File: src/rtl/din_feeder_if.sv
// Stream bundle for din_feeder: serial sample input and parallel FIFO word output.
// The master modport is the feeder side; the slave modport is the producer/consumer side.
interface din_feeder_if #(
    parameter int unsigned DWIDTH = 14,
    parameter int unsigned UNR    = 4,
    parameter int unsigned DEPTH  = 8
);
    logic [DWIDTH-1:0]          s_data;
    logic                       s_valid;
    logic                       s_ready;
    logic [UNR-1:0][DWIDTH-1:0] dout;
    logic                       fifo_valid;
    logic                       sync_ready;
    logic                       done;
    logic [$clog2(DEPTH):0]     fill;

    modport master (
        input  s_data, s_valid, sync_ready,
        output s_ready, dout, fifo_valid, done, fill
    );

    modport slave (
        output s_data, s_valid, sync_ready,
        input  s_ready, dout, fifo_valid, done, fill
    );
endinterface

File: src/rtl/din_feeder.sv
// Packs UNR serial samples per word into a first-word-fall-through FIFO and runs one DLEN-word frame per start.
// Optional zero-word preroll ahead of each frame is enabled by defining DIN_FEEDER_PREROLL_EN.
module din_feeder #(
    parameter int unsigned DWIDTH = 14,
    parameter int unsigned UNR    = 4,
    parameter int unsigned DEPTH  = 8,
    parameter int unsigned NTAPS  = 37
) (
    input  logic         clk,
    input  logic         rst_n,
    input  logic         async_start_i,
    input  logic [31:0]  dlen_i,
    din_feeder_if.master bus
);
    localparam int unsigned AW = $clog2(DEPTH);
    localparam int unsigned PW = AW + 1;
    localparam int unsigned LW = (UNR > 1) ? $clog2(UNR) : 1;
`ifdef DIN_FEEDER_PREROLL_EN
    localparam int unsigned PRE_EN = 1;
`else
    localparam int unsigned PRE_EN = 0;
`endif
    localparam int unsigned   NPRE      = PRE_EN * ((NTAPS - 1 + UNR - 1) / UNR);
    localparam logic [31:0]   NPRE_W    = 32'(NPRE);
    localparam logic [PW-1:0] PTR_ONE   = PW'(1);
    localparam logic [PW-1:0] DEPTH_W   = PW'(DEPTH);
    localparam logic [LW-1:0] LANE_ONE  = LW'(1);
    localparam logic [LW-1:0] LANE_LAST = LW'(UNR - 1);

    typedef enum logic [1:0] {
        S_IDLE  = 2'd0,
        S_RUN   = 2'd1,
        S_DRAIN = 2'd2,
        S_FIN   = 2'd3
    } state_t;

    state_t                     state_q, state_d;
    logic                       sync1_q, sync2_q, level_q;
    logic [31:0]                wlen_q, wlen_d;
    logic [31:0]                wpush_q, wpush_d;
    logic [31:0]                pre_q, pre_d;
    logic [LW-1:0]              lane_q, lane_d;
    logic [UNR-1:0][DWIDTH-1:0] pack_q, pack_d;
    logic [PW-1:0]              wr_ptr_q, wr_ptr_d;
    logic [PW-1:0]              rd_ptr_q, rd_ptr_d;
    logic [UNR-1:0][DWIDTH-1:0] mem_q [DEPTH];

    logic                       rise_s, fall_s;
    logic [PW-1:0]              fill_s;
    logic                       pre_busy_s, s_ready_s, accept_s, pop_s;
    logic                       push_s, flush_s;
    logic [UNR-1:0][DWIDTH-1:0] push_word_s;

    assign rise_s     = sync2_q & ~level_q;
    assign fall_s     = ~sync2_q & level_q;
    assign fill_s     = wr_ptr_q - rd_ptr_q;
    assign pre_busy_s = (state_q == S_RUN) && (pre_q != 32'd0);
    // Full is judged on the registered occupancy, so a same-cycle pop never frees a slot early.
    assign s_ready_s  = (state_q == S_RUN) && (fill_s < DEPTH_W) && (wpush_q < wlen_q) && !pre_busy_s;
    assign accept_s   = s_ready_s && bus.s_valid;
    assign pop_s      = (fill_s != '0) && bus.sync_ready;

    assign bus.s_ready    = s_ready_s;
    assign bus.fifo_valid = (fill_s != '0);
    assign bus.dout       = mem_q[rd_ptr_q[AW-1:0]];
    assign bus.done       = (state_q == S_FIN);
    assign bus.fill       = fill_s;

    // Two-flop synchronizer for the start level plus the previous-level register for edge detection
    always_ff @(posedge clk or negedge rst_n) begin
        if (!rst_n) begin
            sync1_q <= 1'b0;
            sync2_q <= 1'b0;
            level_q <= 1'b0;
        end else begin
            sync1_q <= async_start_i;
            sync2_q <= sync1_q;
            level_q <= sync2_q;
        end
    end

    // Frame state, packer and FIFO pointer registers
    always_ff @(posedge clk or negedge rst_n) begin
        if (!rst_n) begin
            state_q  <= S_IDLE;
            wlen_q   <= 32'd0;
            wpush_q  <= 32'd0;
            pre_q    <= 32'd0;
            lane_q   <= '0;
            pack_q   <= '0;
            wr_ptr_q <= '0;
            rd_ptr_q <= '0;
        end else begin
            state_q  <= state_d;
            wlen_q   <= wlen_d;
            wpush_q  <= wpush_d;
            pre_q    <= pre_d;
            lane_q   <= lane_d;
            pack_q   <= pack_d;
            wr_ptr_q <= wr_ptr_d;
            rd_ptr_q <= rd_ptr_d;
        end
    end

    // FIFO storage; cleared on reset so dout reads zero until the first word lands
    always_ff @(posedge clk or negedge rst_n) begin
        if (!rst_n) begin
            for (int i = 0; i < DEPTH; i++) begin
                mem_q[i] <= '0;
            end
        end else if (push_s) begin
            mem_q[wr_ptr_q[AW-1:0]] <= push_word_s;
        end
    end

    // Next-state, packer, preroll and pointer update logic
    always_comb begin
        state_d     = state_q;
        wlen_d      = wlen_q;
        wpush_d     = wpush_q;
        pre_d       = pre_q;
        lane_d      = lane_q;
        pack_d      = pack_q;
        wr_ptr_d    = wr_ptr_q;
        rd_ptr_d    = rd_ptr_q;
        push_s      = 1'b0;
        push_word_s = pack_q;
        flush_s     = 1'b0;

        case (state_q)
            S_IDLE: begin
                if (rise_s) begin
                    wlen_d  = dlen_i;
                    wpush_d = 32'd0;
                    pre_d   = NPRE_W;
                    if ((dlen_i == 32'd0) && (NPRE_W == 32'd0)) begin
                        state_d = S_DRAIN;
                    end else begin
                        state_d = S_RUN;
                    end
                end else begin
                    state_d = S_IDLE;
                end
            end
            S_RUN: begin
                if (fall_s) begin
                    flush_s = 1'b1;
                end else if (!pre_busy_s && (wpush_q == wlen_q)) begin
                    state_d = S_DRAIN;
                end else begin
                    state_d = S_RUN;
                end
            end
            S_DRAIN: begin
                if (fall_s) begin
                    flush_s = 1'b1;
                end else if (fill_s == '0) begin
                    state_d = S_FIN;
                end else begin
                    state_d = S_DRAIN;
                end
            end
            S_FIN: begin
                state_d = S_IDLE;
            end
            default: begin
                state_d = S_IDLE;
            end
        endcase

        if (pre_busy_s) begin
            if (fill_s < DEPTH_W) begin
                push_s      = 1'b1;
                push_word_s = '0;
                pre_d       = pre_q - 32'd1;
            end else begin
                push_s = 1'b0;
            end
        end else if (accept_s) begin
            // The last lane bypasses pack_q so the word is pushed in the same cycle.
            if (lane_q == LANE_LAST) begin
                push_s                 = 1'b1;
                push_word_s[UNR-1]     = bus.s_data;
                lane_d                 = '0;
                wpush_d                = wpush_q + 32'd1;
            end else begin
                pack_d[lane_q] = bus.s_data;
                lane_d         = lane_q + LANE_ONE;
            end
        end else begin
            lane_d = lane_q;
        end

        if (flush_s) begin
            state_d  = S_IDLE;
            wlen_d   = 32'd0;
            wpush_d  = 32'd0;
            pre_d    = 32'd0;
            lane_d   = '0;
            pack_d   = '0;
            wr_ptr_d = '0;
            rd_ptr_d = '0;
            push_s   = 1'b0;
        end else begin
            if (push_s) begin
                wr_ptr_d = wr_ptr_q + PTR_ONE;
            end else begin
                wr_ptr_d = wr_ptr_q;
            end
            if (pop_s) begin
                rd_ptr_d = rd_ptr_q + PTR_ONE;
            end else begin
                rd_ptr_d = rd_ptr_q;
            end
        end
    end
endmodule

File: src/flat_wrapper.sv
// flat-port wrapper written by rule: the top's interface ports become plain ports
module din_feeder_flat 
#(
    parameter int unsigned DWIDTH = 14,
    parameter int unsigned UNR    = 4,
    parameter int unsigned DEPTH  = 8,
    parameter int unsigned NTAPS  = 37
)
  (clk, rst_n, async_start_i, dlen_i, bus_s_data, bus_s_valid, bus_sync_ready, bus_s_ready, bus_dout, bus_fifo_valid, bus_done, bus_fill);
  din_feeder_if #(.DWIDTH(DWIDTH), .UNR(UNR), .DEPTH(DEPTH)) bus_i ();
  input  logic clk;
  input  logic rst_n;
  input  logic async_start_i;
  input  logic [31:0] dlen_i;
  input wire logic [$bits(bus_i.s_data)-1:0] bus_s_data;
  input wire logic [$bits(bus_i.s_valid)-1:0] bus_s_valid;
  input wire logic [$bits(bus_i.sync_ready)-1:0] bus_sync_ready;
  output wire logic [$bits(bus_i.s_ready)-1:0] bus_s_ready;
  output wire logic [$bits(bus_i.dout)-1:0] bus_dout;
  output wire logic [$bits(bus_i.fifo_valid)-1:0] bus_fifo_valid;
  output wire logic [$bits(bus_i.done)-1:0] bus_done;
  output wire logic [$bits(bus_i.fill)-1:0] bus_fill;
  assign bus_i.s_data = bus_s_data;
  assign bus_i.s_valid = bus_s_valid;
  assign bus_i.sync_ready = bus_sync_ready;
  assign bus_s_ready = bus_i.s_ready;
  assign bus_dout = bus_i.dout;
  assign bus_fifo_valid = bus_i.fifo_valid;
  assign bus_done = bus_i.done;
  assign bus_fill = bus_i.fill;
  din_feeder #(.DWIDTH(DWIDTH), .UNR(UNR), .DEPTH(DEPTH), .NTAPS(NTAPS)) u_core (.clk(clk), .rst_n(rst_n), .async_start_i(async_start_i), .dlen_i(dlen_i), .bus(bus_i));
endmodule
File: config.mk
export PLATFORM = sky130hd
export DESIGN_NAME = din_feeder_flat
export DESIGN_NICKNAME = d
export VERILOG_FILES = /design/src/rtl/din_feeder_if.sv /design/src/rtl/din_feeder.sv /design/src/flat_wrapper.sv
export SDC_FILE = /design/constraint.sdc
export NUM_CORES = 1
export LEC_CHECK = 0
export CORE_MARGIN = 2
export CORE_UTILIZATION = 61
export CTS_BUF_LIST = sky130_fd_sc_hd__clkbuf_16
export CTS_CLUSTER_DIAMETER = 100
export DETAILED_ROUTE_END_ITERATION = 10
export GPL_TIMING_DRIVEN = 1
export PLACE_DENSITY_LB_ADDON = 0.2
export SYNTH_ARGS = -nofsm -noshare
export SYNTH_HDL_FRONTEND = slang
export SYNTH_SLANG_ARGS = --single-unit
File: constraint.sdc
create_clock -name clk -period 4.1 [get_ports clk]
set_clock_uncertainty 0.05 [all_clocks]
set_input_delay 0.41 -clock clk [delete_from_list [all_inputs] [get_ports clk]]
set_output_delay 0.41 -clock clk [all_outputs]
set_load 0.005 [all_outputs]
==> summary.txt <==
Critical path
  – Worst path required time: 3640 ps
  – Max stage delay on crit path: 600 ps
  – Max FO, Critical Path: 63
  – WP data arrival: around 3400 ps
  – Worst R2R Setup Slack: 590 ps
  – CP max stage cell: buf_6
  – CP endpoint kind: output pin
  – Worst-path cell chain: buf_6 -> buf_6 -> mux4_2 -> nand2_1 -> nand2_1 -> clkdlybuf4s50_1
  – CP Launch Type: flop
  – Kind of critical path: reg -> out

Timing
  – Period utilisation layout: 0.940
  – Slew margin rel.: 0.264
  – Final Worst Setup Slack: between 200 and 250 ps
  – Worst-margin pin slew: about 1100 ps
  – Final setup violation count: 0
  – Post-route setup TNS: 0 ps
  – Fmax achieved: about 260 MHz
  – Final hold viol count: 0
  – Max-slew violations: 0
  – Minimum clock period after layout: just under 4000 ps

Synth
  – Synth Register Bits: 601
  – Warnings, synthesis: 0
  – Post-synth ARST share: 1.00
  – EDFF count, synth: 0
  – Sequential share of the synthesized area: 0.519
  – Avg Cell Area, Syn: 12.7 um^2
  – Cell count after synthesis: 2284
  – Synth unique cells: 71
  – Syn Nets: 2384
  – Top_reg_cell synth: dfrtp_1
  – Post-Syn Area: 0.0290 mm^2

Cells and area
  – Post-Layout Cell Count: 2980
  – Final Instance Area: 0.0327 mm^2
  – Commonest non-fill, non-tap cell in the layout: dfrtp_1
  – Area grow syn2layout: 12.9%
  – Layout cells sized above 1: 0.263
  – # diodes: 0
  – Most frequent cells in the layout: 598 x dfrtp_1, 293 x mux2_2, 281 x nand2_1, 144 x a22o_1
  – Nets: approximately 2.4k

Place
  – Pre-CTS setup slack: around 370 ps
  – Placed Cells: between 2k and 3k
  – Placed inst area: between 0.03 and 0.04 mm^2
  – Detail Placement HPWL: 41300 um
  – Global placer's final weighted congestion: a little under 0.9
  – I/O Buffers: 113

Detailed routing
  – Final WL: 68500 um
  – # DRC: 0
  – Total number of vias: 19.2k
  – Via density: approximately 6.5
  – DR pass1 iterations: 5
  – DRT iter0 DRCs: around 1.9k
  – Routed Antenna Nets: 0
  – Post-DR wirelength/cell: 23.0 um

Min path
  – Hold Crit Class: in -> reg

Power and ir drop
  – Tot Pwr: 15.2 mW
  – Leak pwr: 16.0 nW
  – Switching share of power: 0.299
  – Logic pwr share: 0.206
  – Power density over cell area: 465 mW/mm^2
  – P_int: about 11 mW
  – Peak supply drop: ~0.00057 V
  – Clk pwr share: 0.368
  – Sequential share of power: 0.426
  – P_sw: between 4 and 5 mW

Clock tree
  – Clock Path Buffers: 3
  – Clk Latency, worst-skew pair: roughly 640 ps
  – CTS Sinks: 601
  – CTS tree: yes
  – Root Buffer: clkbuf_16
  – CTS Buf Count: 61
  – H-tree lvl count: 2
  – Clock slew at reported path FFs: around 60 ps

Global route
  – Met2 Usage GRT: 0.485
  – Tot GR Track Use: 0.286
  – M3 GR Usage: 0.0360
  – Met1 Usage GRT: 0.380
  – Largest net degree at the start of global routing: 116
  – First-pass GRT wire length: 111000 um
  – Antenna violations before repair: 0
  – Vias in the first global route: 20.3k
  – GR Overflow Total: 0
  – GR peak layer: met2

Floorplan
  – Die W: 222 um
  – Die Ht: 222 um
  – Initial core utilization: 0.620
  – Area of the die: 0.0493 mm^2
  – FP Rows: 79
  – Core box area: 0.0468 mm^2
  – IO Pins: ~110

Run
  – Max_cap viols: 0

Status
  – Status: complete, no violations
==> timing repair <==
item	in CTS	in global routing
hold buffers	1	0
setup buffers	0	8
pin swaps	0	1
setup endpoints to repair	27	10
endpoints found under the hold margin	95	0
gates resized for setup	1	1
==> worst paths after layout <==
kind,cells past startpoint,to,from
worst max-delay path,6,bus_dout[52],u_core.rd_ptr_q[1]
worst min register to register,0,u_core.sync2_q,u_core.sync1_q
worst max register to register,10,u_core.mem_q[27],u_core.wpush_q[29]
min in group asynchronous,2,u_core.mem_q[143],rst_n
worst min-delay path,1,u_core.sync1_q,async_start_i
max in group asynchronous,3,u_core.mem_q[283],rst_n
==> routing by layer <==
layer	part of all wire	routed length [um]
met1	0.41	28300
met5	0	0
met2	0.50	34500
met4	0.030	2040
met3	0.054	3690
==> kinds of logic (layout without fill, tap and decap cells) <==
| logic type | Yosys count | after routing | share of synthesized area |
|---|---|---|---|
| AO/OA/AOI/OAI | 293 | 293 | 0.0771 |
| buffers and inverters | 256 | 345 | 0.0423 |
| AND/OR/NAND/NOR | 573 | 573 | 0.0982 |
| XOR/XNOR | 22 | 22 | 0.00665 |
| multiplexers | 490 | 490 | 0.235 |
| flip-flops | 601 | 601 | 0.519 |
| adder cells (fa/ha/maj) | 49 | 49 | 0.0214 |
==> flip-flops by register name, indices dropped and copies added, names as in the netlist <==
name,cells
u_core.wr_ptr_q,4
u_core.sync2_q,1
u_core.lane_q,2
u_core.rd_ptr_q,4
u_core.wlen_q,32
u_core.pack_q,42
u_core.wpush_q,32
u_core.sync1_q,1
u_core.mem_q,448
u_core.level_q,1
u_core.pre_q,32
u_core.state_q,2
==> power groups by stage <==
stage,Sequential [mW],Clock [mW],Combinational (mW)
finish,6.49,5.60,3.13
floorplan,6.50,0,2.20
global placement,6.57,0,3.08
global route,6.53,5.93,3.44
CTS,6.49,5.68,3.18
detailed placement,6.59,0,3.16
==> final cells by class <==
type	count	area [um^2]
Clock buffer	62	1550
Clock inverter	50	457
Fill cell	3182	14000
Inverter	53	199
Multi-Input combinational cell	1427	12800
Sequential cell	601	15000
Tap cell	607	759
Timing Repair Buffer	180	1870
==> cell usage after synthesis, types with 3 or more instances <==
cell | number | area share
buf_6 | 22 | 0.0085
o211ai_1 | 18 | 0.0047
nand2_1 | 281 | 0.036
or4_1 | 10 | 0.0026
nor2_1 | 43 | 0.0056
buf_2 | 48 | 0.0083
nand3b_1 | 3 | 0.00078
and2_1 | 44 | 0.0095
mux2_2 | 293 | 0.11
nor3_1 | 32 | 0.0055
clkbuf_1 | 87 | 0.011
mux2i_1 | 42 | 0.015
xor2_1 | 8 | 0.0024
nor4_4 | 5 | 0.0037
mux2_4 | 26 | 0.013
a21oi_1 | 32 | 0.0055
nand2b_1 | 5 | 0.0011
a31oi_1 | 5 | 0.0011
o21ai_0 | 38 | 0.0066
nor2b_1 | 4 | 0.00086
mux4_2 | 112 | 0.087
nor3b_1 | 7 | 0.0018
a22oi_1 | 3 | 0.00078
nor4_2 | 5 | 0.0022
ha_1 | 48 | 0.021
or3_1 | 13 | 0.0028
buf_4 | 11 | 0.0028
xnor2_1 | 14 | 0.0042
o311a_1 | 3 | 0.0010
nand3_1 | 40 | 0.0069
and4_1 | 3 | 0.00091
nor4_1 | 23 | 0.0050
inv_1 | 52 | 0.0067
a22o_1 | 144 | 0.044
buf_1 | 35 | 0.0045
a21boi_0 | 5 | 0.0013
mux2_1 | 17 | 0.0066
o21ai_1 | 4 | 0.00069
a2bb2oi_1 | 3 | 0.00091
nand4_1 | 30 | 0.0065
and3_1 | 16 | 0.0035
o31ai_1 | 11 | 0.0028
dfrtp_1 | 601 | 0.52
==> stage by stage <==
step,hold WS [ps],utilization
2_1_floorplan,64.4,-
3_3_place_gp,344,0.655
3_5_place_dp,341,0.655
4_1_cts,144,0.698
5_1_grt,150,0.700
6_report,176,0.700
==> critical path, delay by kind of cell, from the launching register on <==
kind	cells	cell delay [ps]
buffers and inverters	3	1680
DFF	1	420
muxes	1	330
and+or+nand+nor	2	280
Note: power is estimated with default switching activity, not from simulation.
